$ cat config.mk
export PLATFORM = sky130hd
export DESIGN_NAME = singular_buffer_flat
export DESIGN_NICKNAME = d
export VERILOG_FILES = /design/src/rtl/singular_buffer_if.sv /design/src/rtl/singular_buffer.sv /design/src/flat_wrapper.sv
export SDC_FILE = /design/constraint.sdc
export NUM_CORES = 1
export LEC_CHECK = 0
export ABC_CLOCK_PERIOD_IN_PS = 1260
export BUFFER_PORTS_ARGS = -buffer_cell sky130_fd_sc_hd__buf_2
export CAP_MARGIN = 20
export CORE_ASPECT_RATIO = 0.8
export CORE_MARGIN = 4
export CORE_UTILIZATION = 25
export DETAILED_ROUTE_END_ITERATION = 10
export PLACE_DENSITY = 0.44
export SETUP_SLACK_MARGIN = 0.02
export SYNTH_ARGS = -nofsm -noshare
export SYNTH_HDL_FRONTEND = slang
export SYNTH_SLANG_ARGS = --single-unit
$ cat constraint.sdc
create_clock -name clk -period 1.26 [get_ports clk]
set_input_delay 0.063 -clock clk [delete_from_list [all_inputs] [get_ports clk]]
set_output_delay 0.063 -clock clk [all_outputs]
set_load 0.005 [all_outputs]
$ cat src/rtl/singular_buffer_if.sv
// Handshake bundle for singular_buffer: a four-phase producer port (dIn*)
// and a four-phase consumer port (dOut*).
// slave  : the buffer's view (accepts producer requests, raises consumer requests)
// master : the environment's view (drives producer data, acknowledges consumer side)
interface singular_buffer_if #(
  parameter int bit_width = 8
);
  logic                 dInREQ;
  logic                 dInACK;
  logic [bit_width-1:0] dIN;
  logic                 dOutREQ;
  logic                 dOutACK;
  logic [bit_width-1:0] dOUT;

  modport slave (
    input  dInREQ,
    output dInACK,
    input  dIN,
    output dOutREQ,
    input  dOutACK,
    output dOUT
  );

  modport master (
    output dInREQ,
    input  dInACK,
    output dIN,
    input  dOutREQ,
    output dOutACK,
    input  dOUT
  );
endinterface

$ cat src/rtl/singular_buffer.sv
// Single-word buffer between two four-phase (return-to-zero) REQ/ACK ports.
//
// Input FSM
//   state    | meaning
//   IN_IDLE  | dInACK low, waiting for a request while the buffer is empty
//   IN_ACK   | word captured, dInACK high until the producer drops dInREQ
// Output FSM
//   state    | meaning
//   OUT_IDLE | dOutREQ low, waiting for a stored word and dOutACK low
//   OUT_REQ  | dOutREQ high, word offered to the consumer
//   OUT_WAIT | word consumed, waiting for dOutACK to return low
//
// Both FSMs share one register block because the full flag is set by the
// input side and cleared by the output side; the two can never touch it on
// the same edge (capture needs full=0, release happens only in OUT_REQ,
// which is only ever occupied while full=1).
module singular_buffer #(
  parameter int bit_width = 8
) (
  input  logic                clk,
  input  logic                rst,
  singular_buffer_if.slave    bus
);

  typedef enum logic {
    IN_IDLE,
    IN_ACK
  } in_state_t;

  typedef enum logic [1:0] {
    OUT_IDLE,
    OUT_REQ,
    OUT_WAIT
  } out_state_t;

  in_state_t            r_in_st;
  out_state_t           r_out_st;
  logic                 r_full;
  logic                 r_in_ack;
  logic                 r_out_req;
  logic [bit_width-1:0] r_data;

  logic w_capture;
  logic w_offer;

  // A capture happens only from IN_IDLE into an empty buffer; the offer
  // condition looks at the post-edge full value so dOutREQ can rise on the
  // capture edge itself.
  assign w_capture = (r_in_st == IN_IDLE) && bus.dInREQ && !r_full;
  assign w_offer   = (r_full || w_capture) && !bus.dOutACK;

  // Both handshake FSMs, the full flag and the storage register.
  always_ff @(posedge clk or negedge rst) begin
    if (!rst) begin
      r_in_st   <= IN_IDLE;
      r_out_st  <= OUT_IDLE;
      r_full    <= 1'b0;
      r_in_ack  <= 1'b0;
      r_out_req <= 1'b0;
      r_data    <= '0;
    end else begin
      case (r_in_st)
        IN_IDLE: begin
          if (w_capture) begin
            r_data   <= bus.dIN;
            r_full   <= 1'b1;
            r_in_ack <= 1'b1;
            r_in_st  <= IN_ACK;
          end
        end
        IN_ACK: begin
          if (!bus.dInREQ) begin
            r_in_ack <= 1'b0;
            r_in_st  <= IN_IDLE;
          end
        end
        default: begin
          r_in_ack <= 1'b0;
          r_in_st  <= IN_IDLE;
        end
      endcase

      case (r_out_st)
        OUT_IDLE: begin
          if (w_offer) begin
            r_out_req <= 1'b1;
            r_out_st  <= OUT_REQ;
          end
        end
        OUT_REQ: begin
          if (bus.dOutACK) begin
            r_full    <= 1'b0;
            r_out_req <= 1'b0;
            r_out_st  <= OUT_WAIT;
          end
        end
        OUT_WAIT: begin
          if (!bus.dOutACK) begin
            r_out_st <= OUT_IDLE;
          end
        end
        default: begin
          r_out_req <= 1'b0;
          r_out_st  <= OUT_IDLE;
        end
      endcase
    end
  end

  assign bus.dInACK  = r_in_ack;
  assign bus.dOutREQ = r_out_req;
  assign bus.dOUT    = r_data;

endmodule

$ cat src/flat_wrapper.sv
// flat-port wrapper written by rule: the top's interface ports become plain ports
module singular_buffer_flat 
#(
  parameter int bit_width = 8
)
  (clk, rst, bus_dInREQ, bus_dInACK, bus_dIN, bus_dOutREQ, bus_dOutACK, bus_dOUT);
  singular_buffer_if #(.bit_width(bit_width)) bus_i ();
  input  logic clk;
  input  logic rst;
  input wire logic [$bits(bus_i.dInREQ)-1:0] bus_dInREQ;
  output wire logic [$bits(bus_i.dInACK)-1:0] bus_dInACK;
  input wire logic [$bits(bus_i.dIN)-1:0] bus_dIN;
  output wire logic [$bits(bus_i.dOutREQ)-1:0] bus_dOutREQ;
  input wire logic [$bits(bus_i.dOutACK)-1:0] bus_dOutACK;
  output wire logic [$bits(bus_i.dOUT)-1:0] bus_dOUT;
  assign bus_i.dInREQ = bus_dInREQ;
  assign bus_dInACK = bus_i.dInACK;
  assign bus_i.dIN = bus_dIN;
  assign bus_dOutREQ = bus_i.dOutREQ;
  assign bus_i.dOutACK = bus_dOutACK;
  assign bus_dOUT = bus_i.dOUT;
  singular_buffer #(.bit_width(bit_width)) u_core (.clk(clk), .rst(rst), .bus(bus_i));
endmodule
# After elaboration in Yosys (flattened, before gate mapping)
# Cells that the tools add are included.
dict set report totals {
  ff_bits 14
  input_bits 12
  output_inout_bits 10
  word_cells 43
}
dict set report op_classes {
  eq_ne 7
  mux 17
  bitwise 2
  reduce_logical 11
}
# op count
set op_table {}
lappend op_table {{two-way mux 1 bit} 10}
lappend op_table {{two-way mux 2 bit} 3}
lappend op_table {{!= test 2 bit (second input constant)} 3}
lappend op_table {{case mux 2 bit (3 select lines)} 1}
lappend op_table {{AND reduction 3 bit} 2}
lappend op_table {{!= test 2 x 1 -> 1 bit (second input constant)} 2}
lappend op_table {{case mux 1 bit (2 select lines)} 2}
lappend op_table {{AND reduction 2 bit} 2}
lappend op_table {{logical AND 1 bit} 3}
lappend op_table {{case mux 1 bit (3 select lines)} 1}
lappend op_table {{== test 2 x 1 -> 1 bit (second input constant)} 1}
lappend op_table {{== test 2 bit (second input constant)} 1}
lappend op_table {{logical NOT 1 bit} 2}
lappend op_table {{logical NOT 2 bit} 1}
lappend op_table {{NOT 1 bit} 2}
lappend op_table {{logical OR 1 bit} 1}

# Depth between registers and ports, before layout
# Gate-level depths: netlist of the first run.
dict set report logic_depth {
  ltp_word 7
  ltp_mapped 4
  mapped_depth_nobuf 3
}

# Least setup slack after synthesis of the first run
# OpenSTA, ideal clock, no wires.
dict set report synth_timing {
  path_kind {register to register}
  startpoint {reg u_core.r_full}
  endpoint {reg u_core.r_data[0], in the netlist u_core.bus.dOUT[0]}
  setup_time_ns 0.125
  arrival_time_ns 1.019
  required_time_ns 1.135
  slack_ns 0.116
  stages_incl_launch_ff 5
  path_buffers 1
  synth_period_minus_slack_ns 1.144
  cell_sequence {dfrtp_1 -> inv_1 -> and3_1 -> buf_6 -> mux2_4}
}
dict set report synth_between {
  elab_chain_cells 3
}
# element line_no
set synth_lines {}
lappend synth_lines {{start: declaration} singular_buffer.sv:38} ;# logic r_full;
lappend synth_lines {{start signal: assignment} singular_buffer.sv:57} ;# r_full <= 1'b0;
lappend synth_lines {{start signal: assignment} singular_buffer.sv:66} ;# r_full <= 1'b1;
lappend synth_lines {{start signal: assignment} singular_buffer.sv:92} ;# r_full <= 1'b0;
lappend synth_lines {{logical NOT 1 bit} singular_buffer.sv:49} ;# assign w_capture = (r_in_st == IN_IDLE) && bus.dInREQ && !r_full;
lappend synth_lines {{logical AND 1 bit} singular_buffer.sv:49}
lappend synth_lines {{AND reduction 2 bit (no line)} -}
lappend synth_lines {{end signal: assignment} singular_buffer.sv:65} ;# r_data <= bus.dIN;
lappend synth_lines {{end: declaration} singular_buffer.sv:41} ;# logic [bit_width-1:0] r_data;
# No other way between the ends.
# A chain may end at the register's enable or synchronous reset.

# Worst setup path in the final report of the first run
# Ends and elaborated chain as after synthesis.

==> results of run 1 <==
## area by class of cell
| class | count | area share [%] |
|---|---|---|
| clock buffer | 4 | 4.40 |
| inverter | 4 | 1.82 |
| multi-input combinational | 21 | 24.7 |
| sequential | 14 | 42.5 |
| tap | 25 | 3.79 |
| timing repair buffer | 29 | 22.8 |
## worst max-delay path: stages (launching register included)
cell and delay, ns:
dfrtp_1 0.39, inv_1 0.07, and3_4 0.20, buf_6 0.12, mux2_4 0.30
## cells by family after synthesis
family	after synthesis	synth area share, %
DFF	14	60.9
AOI/OAI and AO/OA	8	8.70
muxes	8	20.9
buffers and inverters	5	4.56
and+or+nand+nor	4	3.48
xor gates and xnor gates	1	1.52
## registers in the layout, indices dropped and copies added, names as in the netlist
register	flops
u_core.bus.dInACK	1
u_core.bus.dOUT	8
u_core.bus.dOutREQ	1
u_core.r_full	1
u_core.r_in_st	1
u_core.r_out_st	2
## worst max-delay path by stage
stage	start	depth (start not counted)	to
global placement	u_core.r_full$_DFF_PN0_	4	u_core.bus.dOUT[2]$_DFFE_PN0P_
detailed placement	u_core.r_full$_DFF_PN0_	4	u_core.bus.dOUT[1]$_DFFE_PN0P_
finish	u_core.r_full$_DFF_PN0_	4	u_core.bus.dOUT[0]$_DFFE_PN0P_
CTS	u_core.r_full$_DFF_PN0_	4	u_core.bus.dOUT[1]$_DFFE_PN0P_
global route	u_core.r_full$_DFF_PN0_	4	u_core.bus.dOUT[3]$_DFFE_PN0P_
floorplan	u_core.r_full$_DFF_PN0_	4	u_core.bus.dOUT[0]$_DFFE_PN0P_
## Yosys cell counts, drive strengths merged
library cell,n
dfrtp,14
mux2,8
inv,4
a21boi,2
a21oi,2
o21ai,2
a31oi,1
and2,1
and3,1
buf,1
nand2,1
nor2,1
o41ai,1
xor2,1
## through the flow
stage | instance area [µm²] | hold WS, ns | total power [mW] | worst slack, ns
floorplan | 576 | -0.233 | 1.11 | 0.116
global placement | 716 | -0.0190 | 1.35 | 0.0771
detailed placement | 716 | -0.0216 | 1.34 | 0.0643
CTS | 772 | 0.00325 | 1.68 | 0.0397
global route | 825 | 0.00305 | 1.82 | 0.0348
finish | 825 | 0.0185 | 1.68 | 0.0702
## power by group through the flow
| stage | sequential, mW | clock, mW | combinational (mW) |
|---|---|---|---|
| after CTS | 0.757 | 0.333 | 0.589 |
| after global placement | 0.761 | 0 | 0.586 |
| after global routing | 0.790 | 0.361 | 0.669 |
| after floorplan | 0.774 | 0 | 0.332 |
| after detailed placement | 0.761 | 0 | 0.584 |
| final | 0.757 | 0.314 | 0.604 |
## repair_timing
item                                    4_1_cts  5_1_grt
gates resized for setup                       0        4
endpoints found under the setup margin        0        7
hold buffers                                  2        4
hold endpoints to repair                     15        4
## per-layer routing
metal	vias to the layer above	share of wire (%)	track usage, %
met4	0	1.5	3.18
li1	202	-	-
met3	2	7.9	4.04
met5	-	0	0
met1	173	49	9.01
met2	15	42	9.41
==> flow_summary.rst, run 1 <==
.. list-table::
   :header-rows: 1

   * - Metric
     - Value
   * - Outcome
     - finished clean
   * - Internal power
     - about 1.2 mW
   * - Remaining global-route overflow
     - 0
   * - Gate count after technology mapping
     - 40
   * - Number of fill cells in the layout
     - approximately 220
   * - Biggest area contributors in the synthesized netlist
     - dfrtp_1 (61%), mux2_4 (21%), a21boi_0 (2.6%)
   * - Worst vdd ir
     - ~0.0011 V
   * - Core footprint
     - between 0.002 and 0.0025 mm²
   * - Detail Route Antenna Nets
     - 0
   * - Setup bufs post-CTS
     - 0
   * - Pin count of the biggest net entering global routing
     - 15
   * - R2R Path End
     - u_core.bus.dOUT[0]$_DFFE_PN0P_
   * - Master cell of the clock root buffer
     - clkbuf_4
   * - Most common library cell in the layout ignoring fill and taps
     - buf_2
   * - Critical R2R Launch
     - u_core.r_full$_DFF_PN0_
   * - Clock tree from TritonCTS
     - built
   * - Worst reg2reg path depth
     - 4
   * - Number of endpoints failing setup at the final stage
     - 0
   * - Global-route total usage across every layer
     - 7.04%
   * - Share of power burned in registers
     - 45.2%
   * - Final worst clock skew
     - approximately 0.0057 ns
   * - Reg-to-reg slack, setup
     - between 0.07 and 0.08 ns
   * - Switching share of power
     - 27.5%
   * - Synthesis warning total
     - 0
   * - Average via count per standard cell
     - slightly above 4
   * - Ports placed on the boundary
     - 22
   * - Die width
     - just over 60 µm
   * - Sinks on Clock Net
     - 14
   * - Net Count, Synth
     - 52
   * - Die Ht
     - 50.9 µm
   * - Worst hold stages
     - 2
   * - Area enclosed by the die boundary
     - ~0.0031 mm²
   * - Clock tree buffer depth
     - 2
   * - Actual slew at the worst max-slew pin
     - 0.313 ns
   * - Layout cells sized above 1
     - approximately 51%
   * - H-tree depth
     - 1
   * - Flip-flop and latch count after synthesis
     - 14
   * - Area taken by flip-flops and latches
     - between 300 and 400 µm²
   * - Worst min-delay path endpoint
     - u_core.bus.dOUT[4]$_DFFE_PN0P_
   * - Overall via count from detail_route
     - a little under 400
   * - Endpoint arrival time on the critical path
     - between 1 and 1.5 ns
   * - Switching power
     - between 0.4 and 0.5 mW
   * - Setup total negative slack
     - 0 ns
   * - Power density over the cells
     - 2030 mW/mm²
   * - Core Rows
     - 15
   * - Dpl cells
     - between 80 and 90
   * - Maximum capacitance violations
     - 0
   * - Hold Crit Start
     - bus_dIN[4]
   * - Final standard cell count with taps included and fillers excluded
     - just under 100
   * - Starting utilization of the core area
     - a little over a quarter
   * - Distinct cell type count of the synthesized netlist
     - 14
   * - Total Routed Length
     - about 1.1 mm
   * - Worst hold-check path type
     - primary input to flip-flop
   * - Final HPWL from detailed placement
     - a little under 800 µm
   * - Share of the core filled with cells
     - 37.9%
   * - Global-route wire length before repair
     - approximately 1.6 mm
   * - Combinational power share
     - between 30% and 40%
   * - Commonest cells after routing, fill and taps aside
     - buf_2 (21), dfrtp_1 (14), mux2_4 (8)
   * - Cts bufs inserted
     - 3
   * - Unrepaired setup endpoints after global routing
     - no
   * - Min cycle time layout
     - approximately 1.2 ns
   * - Number of diodes added for antenna fixing
     - 0
   * - Antenna violations before repair
     - 0
   * - Highest clock rate
     - approximately 840 MHz
   * - Relative max-transition margin
     - just under 80%
   * - Worst Path Max Fanout
     - 4
   * - Pins Over Slew Limit
     - 0
   * - Post-synthesis sequential area ratio
     - 60.9%
   * - Post-synthesis area per instance
     - ~14 µm²
   * - Count of unresolved DRC violations after routing
     - 0
   * - Category of the most critical setup path
     - flip-flop to flip-flop
   * - Number of hold violations in the final report
     - 0
   * - Clock Power Share
     - about a fifth
   * - Clock insertion delay at the later pin of the skew report
     - ~0.27 ns
   * - Number of nets in the final layout
     - between 80 and 90
   * - CP Launch Type
     - flip-flop
   * - GPL Wtd Cong
     - 0.675
   * - First DRT Iteration DRCs
     - 4
   * - Data required, critical path
     - 1.42 ns
   * - Via count of the first global-routing pass
     - approximately 360
   * - DRT Pass-1 Iters
     - 2
   * - Leakage Power
     - 0.410 nW
   * - Synthesis-to-finish area growth
     - 43.3%
   * - Post-synthesis instance area
     - 576 µm²
   * - Top cell type's share of synthesized area
     - 60.9%
   * - Post-route fraction of the period consumed by the critical path
     - 94.4%
   * - Worst-path clk slew
     - about 0.080 ns
   * - Port buffer count
     - 21
   * - Element type at the critical path end
     - flip-flop
   * - Area occupied by multi-input gates
     - just over 200 µm²
   * - Avg WL per Cell
     - approximately 11 µm
   * - Area leader, netlist
     - dfrtp_1
Power figures use the tool's default switching activity.
==> run 2, diff against run 1 <==
Settings changed: BUFFER_PORTS_ARGS -buffer_cell sky130_fd_sc_hd__buf_2 to -buffer_cell sky130_fd_sc_hd__clkbuf_2.
==> flow_summary.rst, run 2 (synthesis results as in run 1) <==
.. list-table::
   :header-rows: 1

   * - Metric
     - Value
   * - Worst Path Max Fanout
     - 4 (unchanged)
   * - Final worst clock skew
     - 0.0102 ns (was 0.00574 ns)
   * - Core Rows
     - 15 (unchanged)
   * - Clock tree from TritonCTS
     - built (unchanged)
   * - Combinational power share
     - 35.6% (was 36.1%)
   * - Unrepaired setup endpoints after global routing
     - no (unchanged)
   * - Maximum capacitance violations
     - 0 (unchanged)
   * - Internal power
     - 1.21 mW (was 1.22 mW)
   * - Worst slack at placement
     - 0.0636 ns (was 0.0643 ns)
   * - Cts bufs inserted
     - 3 (unchanged)
   * - Element type at the critical path end
     - flip-flop (unchanged)
   * - Pin count of the biggest net entering global routing
     - 15 (unchanged)
   * - Hold Crit Start
     - bus_dIN[7] (was bus_dIN[4])
   * - Data required, critical path
     - 1.42 ns (about the same)
   * - Worst hold-check path type
     - primary input to flip-flop (unchanged)
   * - Average via count per standard cell
     - 4.23 (was 4.04)
   * - Share of power burned in registers
     - 45.2% (about the same)
   * - Antenna violations before repair
     - 0 (unchanged)
   * - Switching share of power
     - 28.1% (was 27.5%)
   * - Die Ht
     - 50.9 µm (unchanged)
   * - Sinks on Clock Net
     - 14 (unchanged)
   * - Min cycle time layout
     - 1.19 ns (about the same)
   * - Setup total negative slack
     - 0 ns (unchanged)
   * - Via count of the first global-routing pass
     - 441 (was 357)
   * - Actual slew at the worst max-slew pin
     - 0.347 ns (was 0.313 ns)
   * - Master cell of the clock root buffer
     - clkbuf_4 (unchanged)
   * - Global-route total usage across every layer
     - 8.26% (was 7.04%)
   * - Die width
     - 61.6 µm (unchanged)
   * - Setup bufs post-CTS
     - 0 (unchanged)
   * - Routed wire length on met2
     - 509 µm (was 459 µm)
   * - Count of unresolved DRC violations after routing
     - 0 (unchanged)
   * - Number of endpoints failing setup at the final stage
     - 0 (unchanged)
   * - Port buffer count
     - 21 (unchanged)
   * - Outcome
     - finished clean (unchanged)
   * - Clock tree buffer depth
     - 2 (unchanged)
   * - Power density over the cells
     - 2050 mW/mm² (was 2030 mW/mm²)
   * - Synthesis-to-finish area growth
     - 43.3% (unchanged)
   * - Layout cells sized above 1
     - 51.4% (unchanged)
   * - Highest clock rate
     - 837 MHz (was 840 MHz)
   * - Number of diodes added for antenna fixing
     - 0 (unchanged)
   * - Category of the most critical setup path
     - flip-flop to flip-flop (unchanged)
   * - R2R Path End
     - u_core.bus.dOUT[5]$_DFFE_PN0P_ (was u_core.bus.dOUT[0]$_DFFE_PN0P_)
   * - Core footprint
     - 0.00218 mm² (unchanged)
   * - Overall via count from detail_route
     - 410 (was 392)
   * - Flip-flop count of the largest register after layout
     - 8 (unchanged)
   * - Final HPWL from detailed placement
     - 834 µm (was 794 µm)
   * - Global-route wire length before repair
     - 1.85 mm (was 1.57 mm)
   * - Relative max-transition margin
     - 76.9% (was 79.1%)
   * - H-tree depth
     - 1 (unchanged)
   * - First DRT Iteration DRCs
     - 4 (unchanged)
   * - Clock Power Share
     - 19.2% (was 18.7%)
   * - Clock insertion delay at the later pin of the skew report
     - 0.28 ns (was 0.27 ns)
   * - GPL Wtd Cong
     - 0.673 (was 0.675)
   * - Total Routed Length
     - 1.16 mm (was 1.09 mm)
   * - Wire length on met3
     - 83 µm (was 86 µm)
   * - Area enclosed by the die boundary
     - 0.00314 mm² (unchanged)
   * - Endpoint arrival time on the critical path
     - 1.36 ns (was 1.35 ns)
   * - Reg-to-reg slack, setup
     - 0.07 ns (about the same)
   * - Avg WL per Cell
     - 11.9 µm (was 11.3 µm)
   * - Critical R2R Launch
     - u_core.r_full$_DFF_PN0_ (unchanged)
   * - Starting utilization of the core area
     - 26.4% (unchanged)
   * - Worst min-delay path endpoint
     - u_core.bus.dOUT[7]$_DFFE_PN0P_ (was u_core.bus.dOUT[4]$_DFFE_PN0P_)
   * - Switching power
     - 0.473 mW (was 0.461 mW)
   * - Detail Route Antenna Nets
     - 0 (unchanged)
   * - Commonest cells after routing, fill and taps aside
     - clkbuf_2 (21), dfrtp_1 (14), mux2_4 (8) (was buf_2 (21), dfrtp_1 (14), mux2_4 (8))
   * - Number of nets in the final layout
     - 85 (unchanged)
   * - Top Metal Used
     - met4 (unchanged)
   * - Number of hold violations in the final report
     - 0 (unchanged)
   * - DRT Pass-1 Iters
     - 2 (unchanged)
   * - Pins Over Slew Limit
     - 0 (unchanged)
   * - Remaining global-route overflow
     - 0 (unchanged)
   * - Most common library cell in the layout ignoring fill and taps
     - clkbuf_2 (was buf_2)
   * - Routed length on met1
     - 542 µm (was 531 µm)
   * - Worst reg2reg path depth
     - 4 (unchanged)
   * - Worst hold stages
     - 2 (unchanged)
   * - Crit path setup slack, layout
     - 0.0651 ns (was 0.0702 ns)
   * - Worst vdd ir
     - 0.000862 V (was 0.00105 V)
   * - Leakage Power
     - 0.415 nW (was 0.410 nW)
   * - CP Launch Type
     - flip-flop (unchanged)
   * - Post-route fraction of the period consumed by the critical path
     - 94.8% (was 94.4%)
   * - Ports placed on the boundary
     - 22 (unchanged)
   * - Worst-path clk slew
     - 0.09 ns (was 0.08 ns)
==> run 2: cell types whose count changed in the layout (fill, tap and decap cells not counted), sizes merged <==
cell,previous run,this run
buf,23,2
clkbuf,4,25
==> run 2: final cells by class <==
| cell class | count | area (µm²) |
|---|---|---|
| fill | 225 | 1350 |
| tap | 25 | 31.3 |
| inverter | 4 | 15.0 |
| multi-input combinational | 21 | 204 |
| timing repair buffer | 29 | 188 |
| sequential | 14 | 350 |
| clock buffer | 4 | 36.3 |
==> run 2: timing repair <==
| action | CTS | global route |
|---|---|---|
| hold buffers | 6 | 0 |
| setup endpoints to repair | 0 | 8 |
| resized for setup | 0 | 4 |
| endpoints found under the hold margin | 19 | 0 |
==> run 2: per-stage QoR <==
stage                     util, %  total power [mW]  cell area [µm²]  std cells  hold WS (ns)
after floorplan                 -              1.11              576         40        -0.233
after global placement       32.9              1.35              716         87      -0.00777
after detailed placement     32.9              1.35              716         87       -0.0126
after CTS                    37.3              1.70              812         97       0.00183
after global routing         37.9              1.82              825         97       0.00694
final                        37.9              1.69              825         97       0.00893
==> run 2: power by group through the flow <==
stage / sequential, mW / combinational [mW] / clock (mW)
2_1_floorplan: 0.774 / 0.332 / 0
3_3_place_gp: 0.767 / 0.580 / 0
3_5_place_dp: 0.771 / 0.580 / 0
4_1_cts: 0.767 / 0.596 / 0.335
5_1_grt: 0.795 / 0.668 / 0.354
6_report: 0.763 / 0.601 / 0.324
==> run 2: worst max-delay path, cell delays in order (launching register included) <==
cell     delay (ns)
dfrtp_1        0.39
inv_1          0.08
and3_4         0.20
buf_6          0.12
mux2_4         0.29
==> run 2: how the worst max path moves through the flow <==
stage                              from  cells past startpoint  slack (ns)                             end
2_1_floorplan   u_core.r_full$_DFF_PN0_                      4        0.12  u_core.bus.dOUT[0]$_DFFE_PN0P_
3_3_place_gp    u_core.r_full$_DFF_PN0_                      4        0.08  u_core.bus.dOUT[2]$_DFFE_PN0P_
3_5_place_dp    u_core.r_full$_DFF_PN0_                      4        0.06  u_core.bus.dOUT[7]$_DFFE_PN0P_
4_1_cts        u_core.r_in_st$_DFF_PN0_                      4        0.04  u_core.bus.dOUT[5]$_DFFE_PN0P_
5_1_grt         u_core.r_full$_DFF_PN0_                      4        0.02  u_core.bus.dOUT[3]$_DFFE_PN0P_
6_report        u_core.r_full$_DFF_PN0_                      4        0.07  u_core.bus.dOUT[5]$_DFFE_PN0P_
==> run 2: per-layer routing <==
layer	global-route usage, %	up-vias
li1	-	198
met2	12.9	15
met1	9.75	195
met5	0	-
met3	3.79	2
met4	3.18	0
==> run 3, diff against run 2 <==
--- a/config.mk
+++ b/config.mk
@@ -14,2 +14,3 @@
 export DETAILED_ROUTE_END_ITERATION = 10
+export HOLD_SLACK_MARGIN = 0.05
 export PLACE_DENSITY = 0.44
==> constraint.sdc (replaced) <==
create_clock -name clk -period 1.26 [get_ports clk]
set_input_delay 0.315 -clock clk [delete_from_list [all_inputs] [get_ports clk]]
set_output_delay 0.315 -clock clk [all_outputs]
set_load 0.005 [all_outputs]
==> flow_summary.rst, run 3 (synthesis results as in run 1) <==
.. list-table::
   :header-rows: 1

   * - Metric
     - Value
   * - Ports placed on the boundary
     - 22 (unchanged)
   * - Number of nets in the final layout
     - 81 (was 85)
   * - Share of power burned in registers
     - 45.6% (was 45.2%)
   * - Overall via count from detail_route
     - 399 (was 410)
   * - Internal power
     - 1.21 mW (about the same)
   * - Pins Over Slew Limit
     - 0 (unchanged)
   * - Number of diodes added for antenna fixing
     - 0 (unchanged)
   * - Worst path cell trace
     - inv_1, and3_4, buf_6, mux2_4 (unchanged)
   * - Category of the most critical setup path
     - flip-flop to flip-flop (unchanged)
   * - Cts bufs inserted
     - 3 (unchanged)
   * - Sinks on Clock Net
     - 14 (unchanged)
   * - Number of endpoints failing setup at the final stage
     - 0 (unchanged)
   * - Worst vdd ir
     - 0.00104 V (was 0.000862 V)
   * - Die width
     - 61.6 µm (unchanged)
   * - Endpoint arrival time on the critical path
     - 1.36 ns (about the same)
   * - Leakage Power
     - 0.399 nW (was 0.415 nW)
   * - Commonest cells after routing, fill and taps aside
     - clkbuf_2 (21), dfrtp_1 (14), mux2_4 (8) (unchanged)
   * - Switching power
     - 0.462 mW (was 0.473 mW)
   * - Average via count per standard cell
     - 4.29 (was 4.23)
   * - Flip-flop count of the largest register after layout
     - 8 (unchanged)
   * - Largest delay contributor family on the critical path
     - flip-flops (unchanged)
   * - Relative max-transition margin
     - 76.3% (was 76.9%)
   * - Share of the core filled with cells
     - 35.9% (was 37.9%)
   * - Synthesis-to-finish area growth
     - 35.9% (was 43.3%)
   * - Via count of the first global-routing pass
     - 357 (was 441)
   * - Core footprint
     - 0.00218 mm² (unchanged)
   * - Clock tree from TritonCTS
     - built (unchanged)
   * - GPL Wtd Cong
     - 0.695 (was 0.673)
   * - Most common library cell in the layout ignoring fill and taps
     - clkbuf_2 (unchanged)
   * - Post-route fraction of the period consumed by the critical path
     - 94.8% (about the same)
   * - Actual slew at the worst max-slew pin
     - 0.356 ns (was 0.347 ns)
   * - Worst Path Max Fanout
     - 4 (unchanged)
   * - Area enclosed by the die boundary
     - 0.00314 mm² (unchanged)
   * - Unrepaired setup endpoints after global routing
     - yes (was no)
   * - Outcome
     - finished clean (unchanged)
   * - First DRT Iteration DRCs
     - 3 (was 4)
   * - Data required, critical path
     - 1.42 ns (about the same)
   * - Total Routed Length
     - 1.08 mm (was 1.16 mm)
   * - Number of fill cells in the layout
     - 217 (was 225)
   * - Power density over the cells
     - 2130 mW/mm² (was 2050 mW/mm²)
   * - Switching share of power
     - 27.7% (was 28.1%)
   * - Area taken by flip-flops and latches
     - 350 µm² (unchanged)
   * - Layout cells sized above 1
     - 54.4% (was 51.4%)
   * - Global-route total usage across every layer
     - 7.23% (was 8.26%)
   * - Element type at the critical path end
     - flip-flop (unchanged)
   * - Master cell of the clock root buffer
     - clkbuf_4 (unchanged)
   * - Area occupied by multi-input gates
     - 204 µm² (unchanged)
   * - Remaining global-route overflow
     - 0 (unchanged)
   * - Clock Power Share
     - 19.0% (was 19.2%)
   * - Maximum cell stage delay along the critical path
     - 0.39 ns (about the same)
   * - Worst hold-check path type
     - primary input to flip-flop (unchanged)
   * - Slowest cell on the critical path
     - dfrtp_1 (unchanged)
   * - Pin count of the biggest net entering global routing
     - 15 (unchanged)
   * - Count of unresolved DRC violations after routing
     - 0 (unchanged)
   * - Starting utilization of the core area
     - 26.4% (unchanged)
   * - Die Ht
     - 50.9 µm (unchanged)
   * - Final worst clock skew
     - 0.00589 ns (was 0.0102 ns)
   * - Highest clock rate
     - 837 MHz (about the same)
   * - Number of hold violations in the final report
     - 0 (unchanged)
   * - Combinational power share
     - 35.4% (was 35.6%)
   * - Setup total negative slack
     - 0 ns (unchanged)
   * - Clock tree buffer depth
     - 2 (unchanged)
   * - Maximum capacitance violations
     - 0 (unchanged)
   * - DRT Pass-1 Iters
     - 3 (was 2)
   * - Power consumption
     - 1.67 mW (was 1.69 mW)
   * - Setup bufs post-CTS
     - 0 (unchanged)
   * - Detail Route Antenna Nets
     - 0 (unchanged)
   * - Worst-path clk slew
     - 0.09 ns (about the same)
   * - H-tree depth
     - 1 (unchanged)
   * - Core Rows
     - 15 (unchanged)
   * - Port buffer count
     - 21 (unchanged)
   * - CP Launch Type
     - flip-flop (unchanged)
   * - Min cycle time layout
     - 1.19 ns (about the same)
   * - Clock insertion delay at the later pin of the skew report
     - 0.27 ns (was 0.28 ns)
   * - Buf+Inv Stages, Crit Path
     - 2 (unchanged)
   * - Global-route wire length before repair
     - 1.60 mm (was 1.85 mm)
   * - Antenna violations before repair
     - 0 (unchanged)
   * - Avg WL per Cell
     - 11.6 µm (was 11.9 µm)
## run 3: routing by layer
metal	GRT usage, %	up-vias	part of all wire (%)
li1	-	195	-
met1	8.47	187	46
met2	11.3	15	44
met3	3.79	2	8.7
met4	2.12	0	1.5
met5	0	-	0
## run 3: power by group through the flow
stage	Clock (mW)	Sequential [mW]	Combinational [mW]
finish	0.316	0.761	0.590
global route	0.356	0.794	0.653
CTS	0.336	0.764	0.588
detailed placement	0	0.769	0.582
global placement	0	0.767	0.582
floorplan	0	0.774	0.332
## run 3: what timing repair did
| action | 4_1_cts | 5_1_grt |
|---|---|---|
| resized for setup | 0 | 3 |
| hold endpoints to repair | 14 | 0 |
| endpoints found under the setup margin | 0 | 8 |
| hold buffers | 1 | 0 |
## run 3: final cells by class
class | instances | share of cell area (%)
timing repair buffer | 25 | 18.6
clock buffer | 4 | 4.64
sequential | 14 | 44.8
tap | 25 | 4.00
multi-input combinational | 21 | 26.1
inverter | 4 | 1.92
## run 3: per-stage QoR
stage	cells	worst slack [ns]	area (µm²)	hold slack (ns)
after CTS	93	0.0524	769	0.248
after global placement	88	0.0789	723	0.244
final	93	0.0651	782	0.258
after floorplan	40	0.116	576	0.0194
after detailed placement	88	0.0774	723	0.246
after global routing	93	0.0192	782	0.247
## run 3: final timing paths
check / from / end / slack (ns) / cells past startpoint
worst min register to register: u_core.r_in_st$_DFF_PN0_ / u_core.bus.dInACK$_DFFE_PN0P_ / 0.47 / 1
max in group asynchronous: rst / u_core.bus.dOUT[0]$_DFFE_PN0P_ / 0.53 / 2
worst max register to register: u_core.r_full$_DFF_PN0_ / u_core.bus.dOUT[0]$_DFFE_PN0P_ / 0.07 / 4
worst max-delay path: u_core.r_full$_DFF_PN0_ / u_core.bus.dOUT[0]$_DFFE_PN0P_ / 0.07 / 4
min in group asynchronous: rst / u_core.r_in_st$_DFF_PN0_ / 0.47 / 2
worst min-delay path: bus_dOutACK / u_core.bus.dOutREQ$_DFFE_PN0P_ / 0.26 / 2
